==> config.mk <==
export PLATFORM = sky130hd
export DESIGN_NAME = mcp_controller
export DESIGN_NICKNAME = d
export VERILOG_FILES = /design/src/rtl/mcp_controller.sv
export SDC_FILE = /design/constraint.sdc
export NUM_CORES = 1
export LEC_CHECK = 0
export ABC_AREA = 1
export CAP_MARGIN = 0
export CORE_MARGIN = 5
export CORE_UTILIZATION = 30
export DETAILED_ROUTE_END_ITERATION = 12
export HOLD_SLACK_MARGIN = 0.05
export PLACE_DENSITY = 0.74
export SLEW_MARGIN = 20
export SYNTH_ARGS = -nofsm -noshare
export SYNTH_HDL_FRONTEND = slang
export SYNTH_SLANG_ARGS = --single-unit
==> constraint.sdc <==
create_clock -name clk -period 3.06 [get_ports clk]
set_clock_uncertainty 0.15 [all_clocks]
set_input_delay 0.306 -clock clk [delete_from_list [all_inputs] [get_ports clk]]
set_output_delay 0.306 -clock clk [all_outputs]
set_load 0.01 [all_outputs]
==> src/rtl/mcp_controller.sv <==
// mcp_controller: multicycle MIPS control unit (Moore main FSM, ALU decoder, PC enable)
module mcp_controller (
   input  logic       clk,
   input  logic       reset,
   input  logic [5:0] op,
   input  logic [5:0] funct,
   input  logic       zero,
   output logic       pcen,
   output logic       memwrite,
   output logic       irwrite,
   output logic       regwrite,
   output logic       alusrca,
   output logic       iord,
   output logic       memtoreg,
   output logic       regdst,
   output logic [1:0] alusrcb,
   output logic [1:0] pcsrc,
   output logic [2:0] alucontrol
);
   typedef enum logic [3:0] {
      FETCH   = 4'd0,
      DECODE  = 4'd1,
      MEMADR  = 4'd2,
      MEMRD   = 4'd3,
      MEMWB   = 4'd4,
      MEMWR   = 4'd5,
      EXECUTE = 4'd6,
      ALUWB   = 4'd7,
      BRANCH  = 4'd8,
      ADDIEX  = 4'd9,
      ADDIWB  = 4'd10,
      JUMP    = 4'd11
   } state_t;
   localparam logic [5:0] OP_LW = 6'b100011, OP_SW = 6'b101011, OP_R = 6'b000000,
                          OP_BEQ = 6'b000100, OP_ADDI = 6'b001000, OP_J = 6'b000010;
   state_t state, state_n;
   logic       pcwrite, branch;
   logic [1:0] aluop;
   always_ff @(posedge clk or negedge reset)
      if (!reset) state <= FETCH;
      else        state <= state_n;
   always_comb begin
      state_n  = FETCH;
      pcwrite  = 1'b0;
      branch   = 1'b0;
      memwrite = 1'b0;
      irwrite  = 1'b0;
      regwrite = 1'b0;
      alusrca  = 1'b0;
      iord     = 1'b0;
      memtoreg = 1'b0;
      regdst   = 1'b0;
      alusrcb  = 2'b00;
      pcsrc    = 2'b00;
      aluop    = 2'b00;
      case (state)
         FETCH: begin
            state_n = DECODE;
            irwrite = 1'b1;
            pcwrite = 1'b1;
            alusrcb = 2'b01;
         end
         DECODE: begin
            state_n = (op == OP_LW || op == OP_SW) ? MEMADR :
                      (op == OP_R)    ? EXECUTE :
                      (op == OP_BEQ)  ? BRANCH  :
                      (op == OP_ADDI) ? ADDIEX  :
                      (op == OP_J)    ? JUMP    : FETCH;
            alusrcb = 2'b11;
         end
         MEMADR: begin
            state_n = (op == OP_LW) ? MEMRD : MEMWR;
            alusrca = 1'b1;
            alusrcb = 2'b10;
         end
         MEMRD: begin
            state_n = MEMWB;
            iord    = 1'b1;
         end
         MEMWB: begin
            regwrite = 1'b1;
            memtoreg = 1'b1;
         end
         MEMWR: begin
            iord     = 1'b1;
            memwrite = 1'b1;
         end
         EXECUTE: begin
            state_n = ALUWB;
            alusrca = 1'b1;
            aluop   = 2'b10;
         end
         ALUWB: begin
            regwrite = 1'b1;
            regdst   = 1'b1;
         end
         BRANCH: begin
            alusrca = 1'b1;
            aluop   = 2'b01;
            pcsrc   = 2'b01;
            branch  = 1'b1;
         end
         ADDIEX: begin
            state_n = ADDIWB;
            alusrca = 1'b1;
            alusrcb = 2'b10;
         end
         ADDIWB: regwrite = 1'b1;
         JUMP: begin
            pcsrc   = 2'b10;
            pcwrite = 1'b1;
         end
         default: state_n = FETCH;
      endcase
   end
   always_comb
      alucontrol = (aluop == 2'b01) ? 3'b110 :
                   (aluop != 2'b10) ? 3'b010 :
                   (funct == 6'b100000) ? 3'b010 :
                   (funct == 6'b100010) ? 3'b110 :
                   (funct == 6'b100100) ? 3'b000 :
                   (funct == 6'b100101) ? 3'b001 :
                   (funct == 6'b101010) ? 3'b111 : 3'b000;
   assign pcen = pcwrite | (branch & zero);
endmodule

==> results of run 1 <==
==> per-stage QoR <==
step                      power, mW  utilization
after CTS                     0.431        0.509
after global placement        0.356        0.496
after floorplan               0.229            -
after detailed placement      0.361        0.496
after global routing          0.462        0.509
final                         0.426        0.509
==> cell families (layout without fill, tap and decap cells) <==
logic type             count (synthesis)  count (layout)  share of synthesized area
AOI/OAI and AO/OA                      5               5                     0.0571
buffers and inverters                 18              50                      0.129
DFF                                    4               4                      0.190
and+or+nand+nor                       70              70                      0.624
==> worst max-delay path: cells and delay by family <==
family                 cells  cell delay (ns)
and+or+nand+nor            4             0.46
buffers and inverters      4             1.08
==> Yosys cell counts <==
| master | n |
|---|---|
| nand2_1 | 26 |
| nor2_1 | 22 |
| inv_1 | 12 |
| nand3_1 | 11 |
| inv_2 | 6 |
| dfrtp_1 | 4 |
| nor2_2 | 4 |
| nand4_1 | 3 |
| o211ai_1 | 2 |
| a21oi_1 | 1 |
| nand2_2 | 1 |
| nand2_4 | 1 |
| nor2_4 | 1 |
| nor2_8 | 1 |
| o21ai_0 | 1 |
| o21ai_1 | 1 |
==> how the worst max path moves through the flow <==
stage | startpoint | end
detailed placement | funct[5] | alucontrol[0]
floorplan | state[2]$_DFF_PN0_ | pcen
global route | funct[5] | alucontrol[0]
finish | funct[5] | alucontrol[0]
CTS | funct[5] | alucontrol[0]
global placement | funct[5] | alucontrol[0]
==> metal layers <==
| metal | track usage | wire (um) | up-vias |
|---|---|---|---|
| met4 | 0.0917 | 41 | 0 |
| met5 | 0 | 0 | - |
| met2 | 0.226 | 744 | 26 |
| met1 | 0.102 | 533 | 294 |
| met3 | 0.0258 | 154 | 4 |
| li1 | - | - | 370 |
==> power breakdown <==
part           internal [mW]  leakage, nW  switching (mW)
clock network         0.0441       0.0138          0.0246
logic                  0.134        0.386           0.139
registers             0.0658       0.0532          0.0185
==> area by class of cell <==
| class | instances | area share |
|---|---|---|
| multi-input cells | 75 | 0.416 |
| repair buffers | 29 | 0.338 |
| flip-flops and latches | 4 | 0.116 |
| inverters | 18 | 0.0786 |
| clock buffers | 3 | 0.0262 |
| well taps | 17 | 0.0247 |
==> results.toml, run 1 <==
[timing]
setup_viol = 0
setup_ws_ns = 0.751
rsz0062_at_grt = "no"
timing.fmax_mhz = 433
worstMarginPinSlew_ns = 0.246
finalCritPeriodShare = 0.755
timing.hold.ws_ns = 0.107
min_period_ns = 2.31
fin_setup_tns_ns = 0
max_slew_margin = 0.836
slew_viol_final = 0
hold_viol = 0

[clock_tree]
clk_pin_slew_ns = 0.04
insertion_delay_ns = 0.24
cts_made_buffers = 3
ctsHoldBuffers = 0
cts_tree = "built"
cts-htree-levels = 1
cts_resized = 0
cts_setup_buffers = 0
clock_path_buffers = 2
clock_sinks = 4
clockRootBuffer = "clkbuf_4"

[worst_setup_path]
r2r_start = "state[1]$_DFF_PN0_"
slowest_stage = "clkdlybuf4s50_1"
start_kind = "primary input"
endpoint_kind = "primary output"
critPathKind = "in2out"
cp_max_fo = 4
cp_slowest_stage_delay_ns = 0.53
critPathRequiredTime_ns = 2.60
rrSetupSlack_ns = 1.84
r2r_cells = 5
arrival_ns = 1.85
r2r-end = "state[2]$_DFF_PN0_"
timing.critical_path.cells = "clkdlybuf4s50_1 > inv_1 > nor2_1 > inv_1 > nor2_1 > nand4_1 > nand2_1 > clkdlybuf4s50_1"

[yosys]
ys_ff_latch = 4
yosys-top-cells-area = "dfrtp_1 (19%), nand2_1 (19%), nor2_1 (16%)"
synthCells = 97
synth_top_area_cell = "dfrtp_1"
seq_area_frac_synth = 0.190
ys_types = 16
synth_area_sq_um = 526
synth_nets = 112
syn_avg_cell_area_sq_um = 5.42
synth_warnings = 0
synth_top_area_share = 0.190

[cells_and_area]
seq_area_sq_um = 100
largest_reg_flops = 4
mostFrequentLayoutCells = "clkdlybuf4s50_1 (29), nand2_1 (26), nor2_1 (22)"
nets = 146
final_common_cell = "clkdlybuf4s50_1"
antenna_cells = 0
fillers = 175
final-instance-count-excl-fill = 146
drive_gt1_frac = 0.132
largestRegisters = "state x4"
largest_register = "state"
final_area_sq_um = 860
area_growth_syn_to_layout_pct = 63.6
multiInputGateArea_sq_um = 358

[placed_design]
dp_hpwl_um = 1280
dp_cells = 143
portBuffers = 29
place_ws_ns = 0.738
placed_area_sq_um = 837
gp_routability_congestion = 0.804

[die]
fp-row-count = 15
core_sq_um = 1690
die_area_sq_um = 2690
die_w_um = 51.9
die_y_um = 51.9
initial_utilization = 0.311
ios = 30

[hold_path]
min_path_type = "in2async"

[job]
cap_violations = 0

[drt]
wl_per_cell_um = 10.1
routed_via_density = 4.75
drt_iter0_markers = 6
wl_um = 1470
drtAntennaViolNets = 0
post-route-drc-count = 0
vias = 694
first_pass_iters = 2

[grt]
grt_max_degree = 7
grt_pass1_vias = 615
grt_overflow = 0
grt_pass1_wl_um = 2330
grtUsageTotal = 0.117
antenna_found_initial = 0

[status]
outcome = "complete, no violations"

[power_and_ir_drop]
leakage_nw = 0.453
power_density_nw_per_um2 = 495
ir_drop_mv = 0.256
No activity file was read; power rests on OpenSTA's default activity.
==> run 2, diff against run 1 <==
==> constraint.sdc (replaced) <==
create_clock -name clk -period 2.25 [get_ports clk]
set_clock_uncertainty 0.15 [all_clocks]
set_input_delay 0.225 -clock clk [delete_from_list [all_inputs] [get_ports clk]]
set_output_delay 0.225 -clock clk [all_outputs]
set_load 0.01 [all_outputs]
==> run 2 against run 1 <==
  * Clock power increased by 36%
  * Register-to-register slack lost 0.81 ns
  * Sequential share of layout area decreased by 0.17 points
  * Sequential power increased by 36%
  * Clock-buffer cell count is the same
  * Critical path type unchanged
  * Critical endpoint unchanged
  * Largest cell class unchanged
  * Largest power group unchanged
  * Highest routed layer unchanged
==> results.toml, run 2 (synthesis gave the netlist of run 1 again) <==
[cells_and_area]
multiInputGateArea_sq_um = 360
mostFrequentLayoutCells = "clkdlybuf4s50_1 (29), nand2_1 (26), nor2_1 (21)"
nets = 147
antenna_cells = 0
final_common_cell = "clkdlybuf4s50_1"
fillers = 175
drive_gt1_frac = 0.138
seq_area_sq_um = 100
area_growth_syn_to_layout_pct = 66.0
largest_reg_flops = 4
largest_register = "state"
largestRegisters = "state x4"

[timing]
rsz0062_at_grt = "no"
fin_setup_tns_ns = 0
min_period_ns = 2.11
finalCritPeriodShare = 0.937
timing.fmax_mhz = 474
hold_viol = 0
worstMarginPinSlew_ns = 0.246
setup_viol = 0
slew_viol_final = 0
max_slew_margin = 0.836

[worst_setup_path]
arrival_ns = 1.73
critPathRequiredTime_ns = 1.88
endpoint_kind = "primary output"
start_kind = "primary input"
critPathKind = "in2out"
cp_max_fo = 3

[drt]
drt_iter0_markers = 6
post-route-drc-count = 0
vias = 697
first_pass_iters = 2
wl_per_cell_um = 10.0
wl_um = 1480
drtAntennaViolNets = 0
routed_via_density = 4.74

[die]
die_w_um = 51.9
core_sq_um = 1690
fp-row-count = 15
die_area_sq_um = 2690
ios = 30
initial_utilization = 0.311
die_y_um = 51.9

[grt]
grt_max_degree = 7
grt_pass1_wl_um = 2330
antenna_found_initial = 0
grt_pass1_vias = 617
grt_overflow = 0
grtUsageTotal = 0.117

[power_and_ir_drop]
ir_drop_mv = 0.348
leakage_nw = 0.457
finalPower_mw = 0.581
power_density_nw_per_um2 = 666

[clock_tree]
clock_path_buffers = 2
clockRootBuffer = "clkbuf_4"
insertion_delay_ns = 0.24
cts-htree-levels = 1
cts_tree = "built"
cts_setup_buffers = 0
cts_made_buffers = 3
clock_sinks = 4
clk_pin_slew_ns = 0.04

[status]
outcome = "complete, no violations"

[placed_design]
gp_routability_congestion = 0.804
dp_hpwl_um = 1280
portBuffers = 29

[job]
cap_violations = 0

[hold_path]
min_path_type = "reg2reg"
run 2: per-layer routing:
layer  track usage  vias up  part of all wire
met5             0        -                 0
met3        0.0258        4              0.10
met4        0.0917        0             0.028
li1              -      372                 -
met2         0.226       26              0.50
met1         0.102      295              0.36
run 2: worst max-delay path, cell delays in order:
cell and delay (ns):
clkdlybuf4s50_1 0.43, nor2_1 0.18, nand2_1 0.07, nor2_1 0.14, nand4_1 0.09, nand2_1 0.07, clkdlybuf4s50_1 0.53
run 2: path summary, 6_finish.rpt:
kind / slack [ns] / to / from / cells past startpoint
min in group asynchronous: 0.57 / state[1]$_DFF_PN0_ / reset / 2
worst min-delay path: 0.53 / state[0]$_DFF_PN0_ / state[3]$_DFF_PN0_ / 3
max in group asynchronous: 1.22 / state[3]$_DFF_PN0_ / reset / 2
worst max register to register: 1.03 / state[2]$_DFF_PN0_ / state[1]$_DFF_PN0_ / 5
worst min register to register: 0.53 / state[0]$_DFF_PN0_ / state[3]$_DFF_PN0_ / 3
worst max-delay path: 0.14 / alucontrol[0] / funct[0] / 7
run 2: repair_timing:
action	CTS	global route
setup endpoints to repair	0	1
hold buffers	1	0
resized for setup	0	1
hold endpoints to repair	4	0
run 2: where the power goes:
part	switching [mW]	total, mW	internal, mW	leakage (nW)
Sequential	0.0252	0.115	0.0894	0.0532
Clock	0.0335	0.0934	0.0599	0.0138
Combinational	0.190	0.373	0.183	0.390
Total	0.249	0.581	0.332	0.457
run 2: per-stage QoR:
step / hold WS [ns] / util / std cells / area (sq um) / worst slack, ns
after detailed placement: 0.283 / 0.496 / 143 / 837 / 0.0900
after floorplan: -0.221 / - / 97 / 526 / 0.818
final: 0.528 / 0.516 / 147 / 872 / 0.142
after CTS: 0.532 / 0.515 / 147 / 870 / 0.0900
after global placement: 0.283 / 0.496 / 143 / 837 / 0.142
after global routing: 0.579 / 0.516 / 147 / 872 / 0.00295
run 2: cell type report:
type | instances | area share
inverters | 18 | 0.0775
well taps | 17 | 0.0244
flip-flops and latches | 4 | 0.115
multi-input cells | 75 | 0.413
repair buffers | 30 | 0.344
clock buffers | 3 | 0.0258
==> run 3, diff against run 2 <==
--- a/config.mk
+++ b/config.mk
@@ -9,9 +9,11 @@
 export CAP_MARGIN = 0
 export CORE_MARGIN = 5
 export CORE_UTILIZATION = 30
+export CTS_CLUSTER_DIAMETER = 30
 export DETAILED_ROUTE_END_ITERATION = 12
+export DONT_BUFFER_PORTS = 1
 export HOLD_SLACK_MARGIN = 0.05
-export PLACE_DENSITY = 0.74
+export PLACE_DENSITY = 0.52
 export SLEW_MARGIN = 20
 export SYNTH_ARGS = -nofsm -noshare
 export SYNTH_HDL_FRONTEND = slang
==> run 3 against run 2 <==
  * Cell count is 20% lower
  * Fmax increased by 21%
  * Highest routed layer is now met3
  * Final area down 34%
  * Global-route usage decreased by 1.3 points
  * Utilization decreased by 17 points
==> results.toml, run 3 (synthesis gave the netlist of run 1 again) <==
[status]
outcome = "complete, no violations"

[cells_and_area]
largest_register = "state"
drive_gt1_frac = 0.168
final_common_cell = "nand2_1"
largestRegisters = "state x4"
nets = 118
fin_util = 0.343
mostFrequentLayoutCells = "nand2_1 (26), nor2_1 (22), inv_1 (12)"
area_growth_syn_to_layout_pct = 10.2
fillers = 211
antenna_cells = 0
largest_reg_flops = 4

[worst_setup_path]
arrival_ns = 1.36
critPathKind = "reg2out"
timing.critical_path.cells = "nor2_4 > inv_2 > nor2_2 > nand2_1 > inv_2 > nor2_1 > nand2_1"
cp_max_fo = 4
cp_slowest_stage_delay_ns = 0.42
crit_family = "simple AND/OR/NAND/NOR gates"
r2r_start = "state[1]$_DFF_PN0_"
start_kind = "flop"
critPathRequiredTime_ns = 1.88
slowest_stage = "dfrtp_1"
crit_buf_inv = 2
r2r_cells = 5
rrSetupSlack_ns = 1.02
endpoint_kind = "primary output"
r2r-end = "state[2]$_DFF_PN0_"

[grt]
antenna_found_initial = 0
grtUsageTotal = 0.105
grt_pass1_wl_um = 2130
grt_max_degree = 7
grt_overflow = 0
grt_pass1_vias = 552

[clock_tree]
cts_setup_buffers = 0
clock_path_buffers = 2
cts_made_buffers = 3
clockRootBuffer = "clkbuf_4"
insertion_delay_ns = 0.23
clock_sinks = 4
cts-htree-levels = 1
cts_tree = "built"
clk_pin_slew_ns = 0.03

[die]
initial_utilization = 0.311
core_sq_um = 1690
fp-row-count = 15
die_w_um = 51.9
ios = 30
die_y_um = 51.9
die_area_sq_um = 2690

[timing]
slew_viol_final = 0
hold_viol = 0
worstMarginPinSlew_ns = 0.387
finalCritPeriodShare = 0.772
rsz0062_at_grt = "no"
fin_setup_tns_ns = 0
min_period_ns = 1.74
timing.fmax_mhz = 576
setup_viol = 0
max_slew_margin = 0.740

[power_and_ir_drop]
power_density_nw_per_um2 = 747
leakage_nw = 0.348
ir_drop_mv = 0.195

[drt]
vias = 567
post-route-drc-count = 0
routed_via_density = 4.81
wl_um = 1280
drt_iter0_markers = 7
wl_per_cell_um = 10.8
first_pass_iters = 2
drtAntennaViolNets = 0

[placed_design]
portBuffers = 0
dp_hpwl_um = 1110
gp_routability_congestion = 0.796

[hold_path]
min_path_type = "in2async"

[job]
cap_violations = 0
run 3: through the flow:
stage                     instance area [sq um]  setup slack [ns]  hold slack, ns  power [mW]  instances
after floorplan                             526             0.818          -0.221       0.312         97
after global placement                      547             0.762          -0.220       0.350        114
after detailed placement                    547             0.742          -0.220       0.349        114
after CTS                                   579             0.491           0.113       0.441        118
after global routing                        579             0.408           0.126       0.478        118
final                                       579             0.514           0.116       0.433        118
run 3: timing repair:
action	CTS	global route
gates resized for setup	0	0
hold endpoints to repair	4	0
hold buffers	1	0
run 3: worst max-delay path by stage:
stage | from | to | slack [ns] | cells after the start
after floorplan | state[2]$_DFF_PN0_ | pcen | 0.82 | 7
final | state[2]$_DFF_PN0_ | pcen | 0.51 | 7
after global routing | state[2]$_DFF_PN0_ | pcen | 0.41 | 7
after global placement | state[2]$_DFF_PN0_ | pcen | 0.76 | 7
after detailed placement | state[2]$_DFF_PN0_ | pcen | 0.74 | 7
after CTS | state[2]$_DFF_PN0_ | pcen | 0.49 | 7
run 3: power by group:
group          switching [mW]  internal [mW]  total (mW)
clock network          0.0251         0.0594      0.0844
registers              0.0259         0.0895       0.115
logic                   0.169         0.0636       0.233
total                   0.220          0.213       0.433
run 3: layout make-up:
type	count	area, sq um	area share
inverter	18	67.6	0.117
clock buffer	3	22.5	0.0389
tap	17	21.3	0.0367
multi-input combinational	75	358	0.618
sequential	4	100	0.173
timing repair buffer	1	10.0	0.0173
run 3: metal layers:
metal  vias to the layer above  global-route usage  wire length [um]
met5                         -                   0                 0
met3                         0              0.0458               132
met1                       241               0.115               510
met4                         0              0.0480                 0
met2                        17               0.172               633
li1                        309                   -                 -
